$ cat config.mk
export PLATFORM = sky130hd
export DESIGN_NAME = cga_tx_flat
export DESIGN_NICKNAME = d
export VERILOG_FILES = /design/src/rtl/cga_pkg.sv /design/src/rtl/cga_tx_if.sv /design/src/rtl/cga_timing.sv /design/src/rtl/cga_tx.sv /design/src/flat_wrapper.sv
export SDC_FILE = /design/constraint.sdc
export NUM_CORES = 1
export LEC_CHECK = 0
export CORE_ASPECT_RATIO = 1.4
export CORE_UTILIZATION = 55
export DETAILED_ROUTE_END_ITERATION = 10
export GPL_TIMING_DRIVEN = 0
export PLACE_DENSITY = 0.76
export SLEW_MARGIN = 20
export SYNTH_ARGS = -nofsm -noshare
export SYNTH_HDL_FRONTEND = slang
export SYNTH_SLANG_ARGS = --single-unit
$ cat constraint.sdc
create_clock -name CLK50M -period 6.4 [get_ports CLK50M]
set_clock_uncertainty 0.05 [all_clocks]
set_input_delay 1.6 -clock CLK50M [delete_from_list [all_inputs] [get_ports CLK50M]]
set_output_delay 1.6 -clock CLK50M [all_outputs]
set_load 0.02 [all_outputs]
$ cat src/rtl/cga_pkg.sv
// Shared timing defaults, lock-state encoding and RGBI bit positions for the
// CGA transmitter.
package cga_pkg;

    localparam int unsigned CGA_PE_INC       = 32'd18767;
    localparam int unsigned CGA_ACC_W        = 32'd16;
    localparam int unsigned CGA_H_TOTAL      = 32'd912;
    localparam int unsigned CGA_H_ACTIVE     = 32'd640;
    localparam int unsigned CGA_H_SYNC_START = 32'd720;
    localparam int unsigned CGA_H_SYNC_LEN   = 32'd64;
    localparam int unsigned CGA_V_TOTAL      = 32'd262;
    localparam int unsigned CGA_V_ACTIVE     = 32'd200;
    localparam int unsigned CGA_V_SYNC_START = 32'd224;
    localparam int unsigned CGA_V_SYNC_LEN   = 32'd3;

    typedef enum logic [1:0] {
        HUNT = 2'd0,
        WAIT = 2'd1,
        RUN  = 2'd2
    } lock_state_e;

    localparam int unsigned RGBI_R = 32'd3;
    localparam int unsigned RGBI_G = 32'd2;
    localparam int unsigned RGBI_B = 32'd1;
    localparam int unsigned RGBI_I = 32'd0;

endpackage

$ cat src/rtl/cga_tx_if.sv
// Pixel stream into the CGA transmitter: {R,G,B,I} head pixel with
// start-of-frame flag and a valid/ready handshake.
interface cga_tx_if;

    logic [3:0] pix_data;
    logic       pix_sof;
    logic       pix_valid;
    logic       pix_ready;

    modport master (
        output pix_data,
        output pix_sof,
        output pix_valid,
        input  pix_ready
    );

    modport slave (
        input  pix_data,
        input  pix_sof,
        input  pix_valid,
        output pix_ready
    );

endinterface

$ cat src/rtl/cga_timing.sv
// Dot-enable phase accumulator plus free-running raster counters; decodes the
// active window, both syncs and the frame-start dot for the current position.
module cga_timing
    import cga_pkg::*;
#(
    parameter int unsigned PE_INC       = CGA_PE_INC,
    parameter int unsigned ACC_W        = CGA_ACC_W,
    parameter int unsigned H_TOTAL      = CGA_H_TOTAL,
    parameter int unsigned H_ACTIVE     = CGA_H_ACTIVE,
    parameter int unsigned H_SYNC_START = CGA_H_SYNC_START,
    parameter int unsigned H_SYNC_LEN   = CGA_H_SYNC_LEN,
    parameter int unsigned V_TOTAL      = CGA_V_TOTAL,
    parameter int unsigned V_ACTIVE     = CGA_V_ACTIVE,
    parameter int unsigned V_SYNC_START = CGA_V_SYNC_START,
    parameter int unsigned V_SYNC_LEN   = CGA_V_SYNC_LEN,
    parameter int unsigned HCNT_W       = $clog2(H_TOTAL),
    parameter int unsigned VCNT_W       = $clog2(V_TOTAL)
) (
    input  logic clk,
    input  logic rst_n,
    output logic pe,
    output logic active,
    output logic hs,
    output logic vs,
    output logic fs
);

    logic [ACC_W-1:0]  acc_q;
    logic [ACC_W-1:0]  acc_d;
    logic [ACC_W:0]    acc_sum_s;
    logic [HCNT_W-1:0] hcnt_q;
    logic [HCNT_W-1:0] hcnt_d;
    logic [VCNT_W-1:0] vcnt_q;
    logic [VCNT_W-1:0] vcnt_d;

    // The dot enable is simply the carry out of the phase accumulator.
    assign acc_sum_s = {1'b0, acc_q} + (ACC_W + 1)'(PE_INC);
    assign pe        = acc_sum_s[ACC_W];

    // Next accumulator phase and raster position; counters move only on a dot.
    always_comb begin
        acc_d  = acc_sum_s[ACC_W-1:0];
        hcnt_d = hcnt_q;
        vcnt_d = vcnt_q;
        if (pe) begin
            if (hcnt_q == HCNT_W'(H_TOTAL - 32'd1)) begin
                hcnt_d = HCNT_W'(0);
                if (vcnt_q == VCNT_W'(V_TOTAL - 32'd1)) begin
                    vcnt_d = VCNT_W'(0);
                end else begin
                    vcnt_d = vcnt_q + VCNT_W'(1);
                end
            end else begin
                hcnt_d = hcnt_q + HCNT_W'(1);
                vcnt_d = vcnt_q;
            end
        end else begin
            hcnt_d = hcnt_q;
            vcnt_d = vcnt_q;
        end
    end

    // Accumulator and raster counter registers.
    always_ff @(posedge clk or negedge rst_n) begin
        if (!rst_n) begin
            acc_q  <= ACC_W'(0);
            hcnt_q <= HCNT_W'(0);
            vcnt_q <= VCNT_W'(0);
        end else begin
            acc_q  <= acc_d;
            hcnt_q <= hcnt_d;
            vcnt_q <= vcnt_d;
        end
    end

    assign active = (32'(hcnt_q) < H_ACTIVE) && (32'(vcnt_q) < V_ACTIVE);
    assign hs     = (32'(hcnt_q) >= H_SYNC_START) &&
                    (32'(hcnt_q) <  (H_SYNC_START + H_SYNC_LEN));
    assign vs     = (32'(vcnt_q) >= V_SYNC_START) &&
                    (32'(vcnt_q) <  (V_SYNC_START + V_SYNC_LEN));
    assign fs     = (hcnt_q == HCNT_W'(0)) && (vcnt_q == VCNT_W'(0));

endmodule

$ cat src/rtl/cga_tx.sv
// CGA transmitter top: locks the incoming pixel stream to the free-running
// raster on its SOF flag and drives registered RGBI and H/V sync outputs.
module cga_tx
    import cga_pkg::*;
#(
    parameter int unsigned PE_INC       = CGA_PE_INC,
    parameter int unsigned ACC_W        = CGA_ACC_W,
    parameter int unsigned H_TOTAL      = CGA_H_TOTAL,
    parameter int unsigned H_ACTIVE     = CGA_H_ACTIVE,
    parameter int unsigned H_SYNC_START = CGA_H_SYNC_START,
    parameter int unsigned H_SYNC_LEN   = CGA_H_SYNC_LEN,
    parameter int unsigned V_TOTAL      = CGA_V_TOTAL,
    parameter int unsigned V_ACTIVE     = CGA_V_ACTIVE,
    parameter int unsigned V_SYNC_START = CGA_V_SYNC_START,
    parameter int unsigned V_SYNC_LEN   = CGA_V_SYNC_LEN
) (
    input  logic     CLK50M,
    input  logic     RESET_N,
    cga_tx_if.slave  pix,
    input  logic     CLR_ERR,
    output logic     CGA_R,
    output logic     CGA_G,
    output logic     CGA_B,
    output logic     CGA_I,
    output logic     CGA_H,
    output logic     CGA_V,
    output logic     LOCKED,
    output logic     UNDERRUN,
    output logic     MISALIGN
);

    logic        pe_s;
    logic        active_s;
    logic        hs_s;
    logic        vs_s;
    logic        fs_s;

    lock_state_e state_q;
    lock_state_e state_d;
    logic        ready_s;
    logic        take_s;
    logic        und_set_s;
    logic        mis_set_s;

    logic [3:0]  rgbi_q;
    logic [3:0]  rgbi_d;
    logic        hsync_q;
    logic        hsync_d;
    logic        vsync_q;
    logic        vsync_d;
    logic        locked_q;
    logic        locked_d;
    logic        underrun_q;
    logic        underrun_d;
    logic        misalign_q;
    logic        misalign_d;

    cga_timing #(
        .PE_INC       (PE_INC),
        .ACC_W        (ACC_W),
        .H_TOTAL      (H_TOTAL),
        .H_ACTIVE     (H_ACTIVE),
        .H_SYNC_START (H_SYNC_START),
        .H_SYNC_LEN   (H_SYNC_LEN),
        .V_TOTAL      (V_TOTAL),
        .V_ACTIVE     (V_ACTIVE),
        .V_SYNC_START (V_SYNC_START),
        .V_SYNC_LEN   (V_SYNC_LEN)
    ) u_timing (
        .clk    (CLK50M),
        .rst_n  (RESET_N),
        .pe     (pe_s),
        .active (active_s),
        .hs     (hs_s),
        .vs     (vs_s),
        .fs     (fs_s)
    );

    // Lock FSM and stream handshake. In WAIT the held SOF pixel is taken on
    // the frame-start dot; if it has gone invalid by then we still enter RUN.
    always_comb begin
        state_d   = state_q;
        ready_s   = 1'b0;
        take_s    = 1'b0;
        und_set_s = 1'b0;
        mis_set_s = 1'b0;
        case (state_q)
            HUNT: begin
                ready_s = pix.pix_valid & ~pix.pix_sof;
                if (pix.pix_valid && pix.pix_sof) begin
                    state_d = WAIT;
                end else begin
                    state_d = HUNT;
                end
            end
            WAIT: begin
                if (pe_s && fs_s) begin
                    state_d = RUN;
                    ready_s = pix.pix_valid & pix.pix_sof;
                    take_s  = pix.pix_valid & pix.pix_sof;
                end else begin
                    state_d = WAIT;
                end
            end
            RUN: begin
                if (pe_s && active_s) begin
                    if (!pix.pix_valid) begin
                        und_set_s = 1'b1;
                    end else if (pix.pix_sof == fs_s) begin
                        ready_s = 1'b1;
                        take_s  = 1'b1;
                    end else begin
                        mis_set_s = 1'b1;
                        state_d   = HUNT;
                    end
                end else begin
                    state_d = RUN;
                end
            end
            default: begin
                state_d = HUNT;
            end
        endcase
    end

    assign pix.pix_ready = ready_s;

    // Output and flag next values; video outputs refresh only on dot cycles.
    always_comb begin
        rgbi_d  = rgbi_q;
        hsync_d = hsync_q;
        vsync_d = vsync_q;
        if (pe_s) begin
            rgbi_d  = take_s ? pix.pix_data : 4'b0000;
            hsync_d = hs_s;
            vsync_d = vs_s;
        end else begin
            rgbi_d  = rgbi_q;
            hsync_d = hsync_q;
            vsync_d = vsync_q;
        end
        locked_d   = (state_d == RUN);
        underrun_d = und_set_s ? 1'b1 : (CLR_ERR ? 1'b0 : underrun_q);
        misalign_d = mis_set_s ? 1'b1 : (CLR_ERR ? 1'b0 : misalign_q);
    end

    // State, video output and sticky flag registers.
    always_ff @(posedge CLK50M or negedge RESET_N) begin
        if (!RESET_N) begin
            state_q    <= HUNT;
            rgbi_q     <= 4'b0000;
            hsync_q    <= 1'b0;
            vsync_q    <= 1'b0;
            locked_q   <= 1'b0;
            underrun_q <= 1'b0;
            misalign_q <= 1'b0;
        end else begin
            state_q    <= state_d;
            rgbi_q     <= rgbi_d;
            hsync_q    <= hsync_d;
            vsync_q    <= vsync_d;
            locked_q   <= locked_d;
            underrun_q <= underrun_d;
            misalign_q <= misalign_d;
        end
    end

    assign CGA_R    = rgbi_q[RGBI_R];
    assign CGA_G    = rgbi_q[RGBI_G];
    assign CGA_B    = rgbi_q[RGBI_B];
    assign CGA_I    = rgbi_q[RGBI_I];
    assign CGA_H    = hsync_q;
    assign CGA_V    = vsync_q;
    assign LOCKED   = locked_q;
    assign UNDERRUN = underrun_q;
    assign MISALIGN = misalign_q;

endmodule

$ cat src/flat_wrapper.sv
// flat-port wrapper written by rule: the top's interface ports become plain ports
module cga_tx_flat import cga_pkg::*;
#(
    parameter int unsigned PE_INC       = CGA_PE_INC,
    parameter int unsigned ACC_W        = CGA_ACC_W,
    parameter int unsigned H_TOTAL      = CGA_H_TOTAL,
    parameter int unsigned H_ACTIVE     = CGA_H_ACTIVE,
    parameter int unsigned H_SYNC_START = CGA_H_SYNC_START,
    parameter int unsigned H_SYNC_LEN   = CGA_H_SYNC_LEN,
    parameter int unsigned V_TOTAL      = CGA_V_TOTAL,
    parameter int unsigned V_ACTIVE     = CGA_V_ACTIVE,
    parameter int unsigned V_SYNC_START = CGA_V_SYNC_START,
    parameter int unsigned V_SYNC_LEN   = CGA_V_SYNC_LEN
)
  (CLK50M, RESET_N, CLR_ERR, CGA_R, CGA_G, CGA_B, CGA_I, CGA_H, CGA_V, LOCKED, UNDERRUN, MISALIGN, pix_pix_data, pix_pix_sof, pix_pix_valid, pix_pix_ready);
  cga_tx_if pix_i ();
  input  logic CLK50M;
  input  logic RESET_N;
  input  logic CLR_ERR;
  output logic CGA_R;
  output logic CGA_G;
  output logic CGA_B;
  output logic CGA_I;
  output logic CGA_H;
  output logic CGA_V;
  output logic LOCKED;
  output logic UNDERRUN;
  output logic MISALIGN;
  input wire logic [$bits(pix_i.pix_data)-1:0] pix_pix_data;
  input wire logic [$bits(pix_i.pix_sof)-1:0] pix_pix_sof;
  input wire logic [$bits(pix_i.pix_valid)-1:0] pix_pix_valid;
  output wire logic [$bits(pix_i.pix_ready)-1:0] pix_pix_ready;
  assign pix_i.pix_data = pix_pix_data;
  assign pix_i.pix_sof = pix_pix_sof;
  assign pix_i.pix_valid = pix_pix_valid;
  assign pix_pix_ready = pix_i.pix_ready;
  cga_tx #(.PE_INC(PE_INC), .ACC_W(ACC_W), .H_TOTAL(H_TOTAL), .H_ACTIVE(H_ACTIVE), .H_SYNC_START(H_SYNC_START), .H_SYNC_LEN(H_SYNC_LEN), .V_TOTAL(V_TOTAL), .V_ACTIVE(V_ACTIVE), .V_SYNC_START(V_SYNC_START), .V_SYNC_LEN(V_SYNC_LEN)) u_core (.CLK50M(CLK50M), .RESET_N(RESET_N), .pix(pix_i), .CLR_ERR(CLR_ERR), .CGA_R(CGA_R), .CGA_G(CGA_G), .CGA_B(CGA_B), .CGA_I(CGA_I), .CGA_H(CGA_H), .CGA_V(CGA_V), .LOCKED(LOCKED), .UNDERRUN(UNDERRUN), .MISALIGN(MISALIGN));
endmodule
Word level (Yosys, flattened, before mapping)
Cells that the tools add are included.
{ "classes": {"n_bitwise": 3, "addsub": 3, "order_cmp": 6, "n_eq_ne": 6, "n_reduce_logical": 13, "n_mux": 25} }
{ "op_table": {"columns": ["op", "n"], "rows": [
  ["$lt 10x10->1 const B", 2],
  ["$lt 9x8->1 const B", 2],
  ["$add 16x15->17 const B", 1],
  ["$mux 1", 15],
  ["$add 10x1->10 const B", 1],
  ["$eq 10x10->1 const B", 1],
  ["$ge 10x10->1 const B", 1],
  ["$logic_not 10->1", 1],
  ["$mux 10", 1],
  ["$add 9x1->9 const B", 1],
  ["$eq 9x9->1 const B", 1],
  ["$ge 9x8->1 const B", 1],
  ["$logic_not 9->1", 1],
  ["$mux 9", 1],
  ["$mux 2", 4],
  ["$logic_and 1x1->1", 7],
  ["$pmux 2 s3", 1],
  ["$eq 2x2->1 const B", 2],
  ["$mux 4", 1],
  ["$reduce_bool 2->1", 2],
  ["$pmux 1 s3", 1],
  ["$and 1x1->1", 2],
  ["$eq 2x1->1 const B", 1],
  ["$logic_not 2->1", 1],
  ["other kinds (4)", 4]
]} }
{ "word_totals": {"out_inout_bits": 10, "inputBits": 9, "register_bits": 46, "wordCells": 66} }

Depth between registers and ports, before layout
Gate-level depths: netlist of run 1.
{ "depth": {"word_depth": 8, "mapped_depth": 9, "ltp_nobuf": 8} }

Hierarchy
From an unflattened synthesis of run 1, not the netlist that was laid out.
{ "unflattened": {"hier_cells": 243, "area_unflattened_um2": 2487.4} }
{ "modules_own_cells": {"columns": ["module", "instances", "area_each_um2", "seq_area_each_um2", "cells_each"], "rows": [
  ["cga_timing", 1, 1921.8, 875.8, 192],
  ["cga_tx", 1, 565.5, 275.3, 51]
]} }

Worst setup path before layout of run 1
Ideal clock, no wire load.
{ "synth_path": {"path_kind": "input to output", "start": "input pix_pix_sof", "end": "output pix_pix_ready", "arrival_ns": 2.239, "t_required_ns": 4.750, "stages": 2, "n_path_buf": 0, "slack_ns": 2.511, "path_cell_list": "a211oi_1 -> a311oi_1"} }
{ "synth_via": {"elab_chain_cells": 5, "word_cells_on_any_way": 9, "cone_classes": "eq/ne (1); mux (5); bitwise (3)"} }
{ "synth_rtl": {"columns": ["element", "line_no", "text"], "rows": [
  ["start, declared", "flat_wrapper.sv:30", "input wire logic [$bits(pix_i.pix_sof)-1:0] pix_pix_sof;"],
  ["$eq 1x1->1", "cga_tx.sv:109", "end else if (pix.pix_sof == fs_s) begin"],
  ["$mux 1", "cga_tx.sv:109", null],
  ["$mux 1", "cga_tx.sv:107", "if (!pix.pix_valid) begin"],
  ["$mux 1", "cga_tx.sv:106", "if (pe_s && active_s) begin"],
  ["$pmux 1 s3 *", "cga_tx.sv:87", "case (state_q)"],
  ["end, declared", "flat_wrapper.sv:32", "output wire logic [$bits(pix_i.pix_ready)-1:0] pix_pix_ready;"]
]} }
Every way passes the cells marked *; elsewhere a longest branch is shown, timed or not.

Worst setup path in the final report of run 1
Ends and elaborated chain as after synthesis.

==> results.rst, run 1 <==
.. list-table::
   :header-rows: 1

   * - Metric
     - Value
   * - Initial antenna violation count
     - 0
   * - Via/cell ratio
     - 5.808
   * - Total non-filler cell area in the finished layout
     - 0.002726 mm²
   * - Placeable Area
     - 0.004204 mm²
   * - Synth top area share
     - 0.4829
   * - Startpoint class of the critical path
     - input pin
   * - Final non-filler cell total
     - 318
   * - Insertion delay to the later sink of the worst-skew pair
     - 300 ps
   * - Maximum achievable frequency
     - 0.2088 GHz
   * - Area of the mapped netlist
     - 0.002384 mm²
   * - Global-route total usage across every layer
     - 0.2081
   * - Slack of the critical path
     - 1612 ps
   * - DIE HEIGHT
     - 79.89 µm
   * - Destination of the worst hold path
     - u_core.u_timing.acc_q[0]$_DFF_PN0_
   * - Power per cell area
     - 190.6 mW/mm²
   * - Largest cells by area after synthesis
     - dfrtp_1, nand2_1, ha_1
   * - Final-layout setup total negative slack
     - 0 ps
   * - Fin crit share
     - 0.7482
   * - Std-Cell Rows
     - 28
   * - Unrepaired setup endpoints after global routing
     - no
   * - Buffers on Ports
     - 18
   * - Max-cap violations
     - 0
   * - Placement-stage cell area
     - 0.002635 mm²
   * - Beginning of the worst register-to-register path
     - u_core.u_timing.acc_q[0]$_DFF_PN0_
   * - Number of buffers added to fix hold violations after cts
     - 0
   * - Count of antenna diodes in the layout
     - 0
   * - Largest net degree at the start of global routing
     - 29
   * - Distinct cells, synth
     - 46
   * - Via count
     - 1847
   * - Number of global-route vias before repair
     - 1740
   * - FF-to-FF setup slack
     - 3760 ps
   * - H-Tree Depth
     - 2
   * - Worst-case reg-to-reg path depth
     - 8
   * - Total congestion overflow after global routing
     - 0
   * - Max-slew violation total from the final report
     - 0
   * - Final worst path period need
     - 4788 ps
   * - Worst Hold Slack
     - 431.7 ps
   * - Routed wire length
     - 4350 µm
   * - Most frequently used flop master after synthesis
     - dfrtp_1
   * - Clock sink count
     - 46
   * - CP max FO
     - 6
   * - Initial Utilization
     - 0.5670
   * - Die area
     - 0.004604 mm²
   * - Worst-case clock buffer depth
     - 2
   * - CTS root buffer
     - clkbuf_8
   * - Yosys synthesis warning count
     - 0
   * - Proportion of layout cells with a drive suffix above 1
     - 0.06960
   * - Capture point of the worst reg-to-reg path
     - u_core.u_timing.vcnt_q[3]$_DFFE_PN0P_
   * - Pin slew with the least headroom to its limit
     - 606.9 ps
   * - Number of placed instances with taps included
     - 310
   * - Critical path class
     - input pin to output port
   * - Gate count after technology mapping
     - 246
   * - Result of the run
     - finished with violations
   * - Iteration-0 DRC count of the detailed router
     - 87
   * - Die boundary width
     - 57.64 µm
   * - Post-cts gate resize count
     - 0
   * - Synth async-reset ratio
     - 1.000
   * - Violations in the final reports
     - DRC
   * - Cell type contributing the most total cell area after synthesis
     - dfrtp_1
   * - Final setup violating endpoints
     - 0
   * - Number of top-level design ports
     - 19
   * - # Post-CTS Setup Buffers
     - 0
   * - Clock edge transition at the registers on the reported setup and hold paths
     - 80 ps
   * - Wire length per cell after detailed routing
     - 13.68 µm
   * - DRC
     - 4
   * - Hold Crit Start
     - u_core.u_timing.acc_q[0]$_DFF_PN0_
   * - Data required, critical path
     - 4750 ps
   * - Fin. Hold Viols
     - 0
   * - Number of cells on the worst hold path
     - 1
   * - Worst max-slew margin expressed relative to the limit
     - 0.5923
   * - Number of buffers added by the clock tree synthesis step
     - 5
   * - Largest vdd supply drop
     - 177.4 µV
   * - Final weighted congestion of routability-driven global placement
     - 0.8479
   * - Synth Net Count
     - 265
   * - First-pass DRT Iterations
     - 7
   * - Post-DRT Antenna Nets
     - 0
   * - Post-detailed-placement half-perimeter wirelength
     - 3217 µm
   * - Endpoint kind of the worst setup timing path
     - output port
   * - Post-placement worst setup slack
     - 1616 ps
   * - Register bit total from synthesis
     - 46
   * - CP Data Arrival Time
     - 3140 ps
   * - Global-route wire length before repair
     - 7452 µm
   * - Leakage power figure
     - 0.001146 µW
   * - Share of synthesized area occupied by flip-flops and latches
     - 0.4829
   * - Kind of path behind the tightest hold check
     - flop to flop
   * - TritonCTS clock tree
     - done
   * - Area grow syn2layout
     - 14.38%
   * - Number of enable flip-flop cells after synthesis
     - 0
   * - Net count of the finished layout
     - 291
   * - Average footprint of a synthesized cell
     - 9.689 µm²
area by class of cell:
class,count,area [µm²]
fill,344,1478
multi-input combinational,185,1175
sequential,46,1151
timing repair buffer,19,195.2
clock buffer,7,86.33
tap,45,56.30
inverter,12,45.04
buffer,3,12.51
clock inverter,1,5.005
per-stage QoR:
stage | util | total power, µW
after floorplan | - | 325.1
after detailed placement | 0.6268 | 344.8
after global placement | 0.6232 | 342.9
after CTS | 0.6485 | 525.9
final | 0.6485 | 519.5
after global routing | 0.6485 | 539.3
flip-flops by register name, summed over array words and instances, names as in the netlist:
name,flops
u_core.CGA_H,1
u_core.CGA_V,1
u_core.LOCKED,1
u_core.MISALIGN,1
u_core.UNDERRUN,1
u_core.rgbi_q,4
u_core.state_q,2
u_core.u_timing.acc_q,16
u_core.u_timing.hcnt_q,10
u_core.u_timing.vcnt_q,9
worst max path at each step:
stage	from	end	slack, ps	depth (start not counted)
after floorplan	pix_pix_sof	pix_pix_ready	2510	2
after global placement	pix_pix_sof	pix_pix_ready	1650	4
after detailed placement	pix_pix_sof	pix_pix_ready	1620	4
after CTS	pix_pix_sof	pix_pix_ready	1610	4
after global routing	pix_pix_sof	pix_pix_ready	1530	4
final	pix_pix_sof	pix_pix_ready	1610	4
cells by family (layout without fill, tap and decap cells):
kind of cell,Yosys count,count (layout),synth area share
multiplexers,2,2,0.008924
AND/OR/NAND/NOR,103,103,0.2152
AO/OA/AOI/OAI,52,52,0.1501
XOR/XNOR,18,18,0.06614
flip-flops,46,46,0.4829
buffers and inverters,15,42,0.02414
adder cells (fa/ha/maj),10,10,0.05249
layer usage:
layer  up-vias  track usage  share of wire
li1        921            -              -
met1       882       0.2395           0.42
met2        40       0.3733           0.53
met3         4      0.04052          0.040
met4         0      0.08049         0.0087
met5         -            0              0
synthesized netlist by cell type, drive strengths merged, types with 2 or more instances:
cell type and number:
nor3b 3, xor2 6, and3 7, and4b 2, a311oi 3, a21boi 2
nor2 17, clkbuf 2, a31oi 6, o22ai 3, dfrtp 46, xnor2 12
a21oi 2, a31o 2, ha 10, inv 12, nor3 5, o31ai 7
nand2b 2, nand2 36, nand3 17, nor4 2, nor2b 5, o21ai 20
placed cells by master, fill, tap and decap left out, types with 3 or more instances in the layout:
cell / n
nor3_1: 5
and3_1: 6
nand3_1: 17
o31ai_1: 7
nand2_1: 36
clkbuf_8: 6
xor2_1: 6
nor3b_1: 3
ha_1: 10
inv_1: 12
a31oi_1: 5
clkbuf_1: 3
nor2_1: 17
dfrtp_1: 46
xnor2_1: 12
o21ai_0: 18
nor2b_1: 5
clkdlybuf4s50_1: 17
o22ai_1: 3
report_power, final:
part / switching (µW) / internal [µW]
sequential: 4.16 / 293
clock: 94.3 / 87.2
combinational: 21.9 / 18.5
critical path: stages:
cell and delay [ps]:
clkdlybuf4s50_1 560, a211oi_1 80, a311oi_1 250, clkdlybuf4s50_1 640
No activity file was read; power rests on OpenSTA's default activity.
==> inputs of run 2 (changes only) <==
Clock period 6.4 ns to 4.5 ns, I/O delays scaled along.
==> results of run 2 <==
Same layout as run 1 (identical final DEF). Status: finished with violations: DRC.
Among the figures that moved: setup slack after placement 1616 ps -> 559.8 ps; setup slack after layout 1612 ps -> 244.5 ps; start point of the critical path pix_pix_sof -> u_core.u_timing.acc_q[0]$_DFF_PN0_; register-to-register setup slack 3760 ps -> 1860 ps; total power 519.5 µW -> 738.9 µW; worst IR drop on VDD 177.4 µV -> 252.3 µV
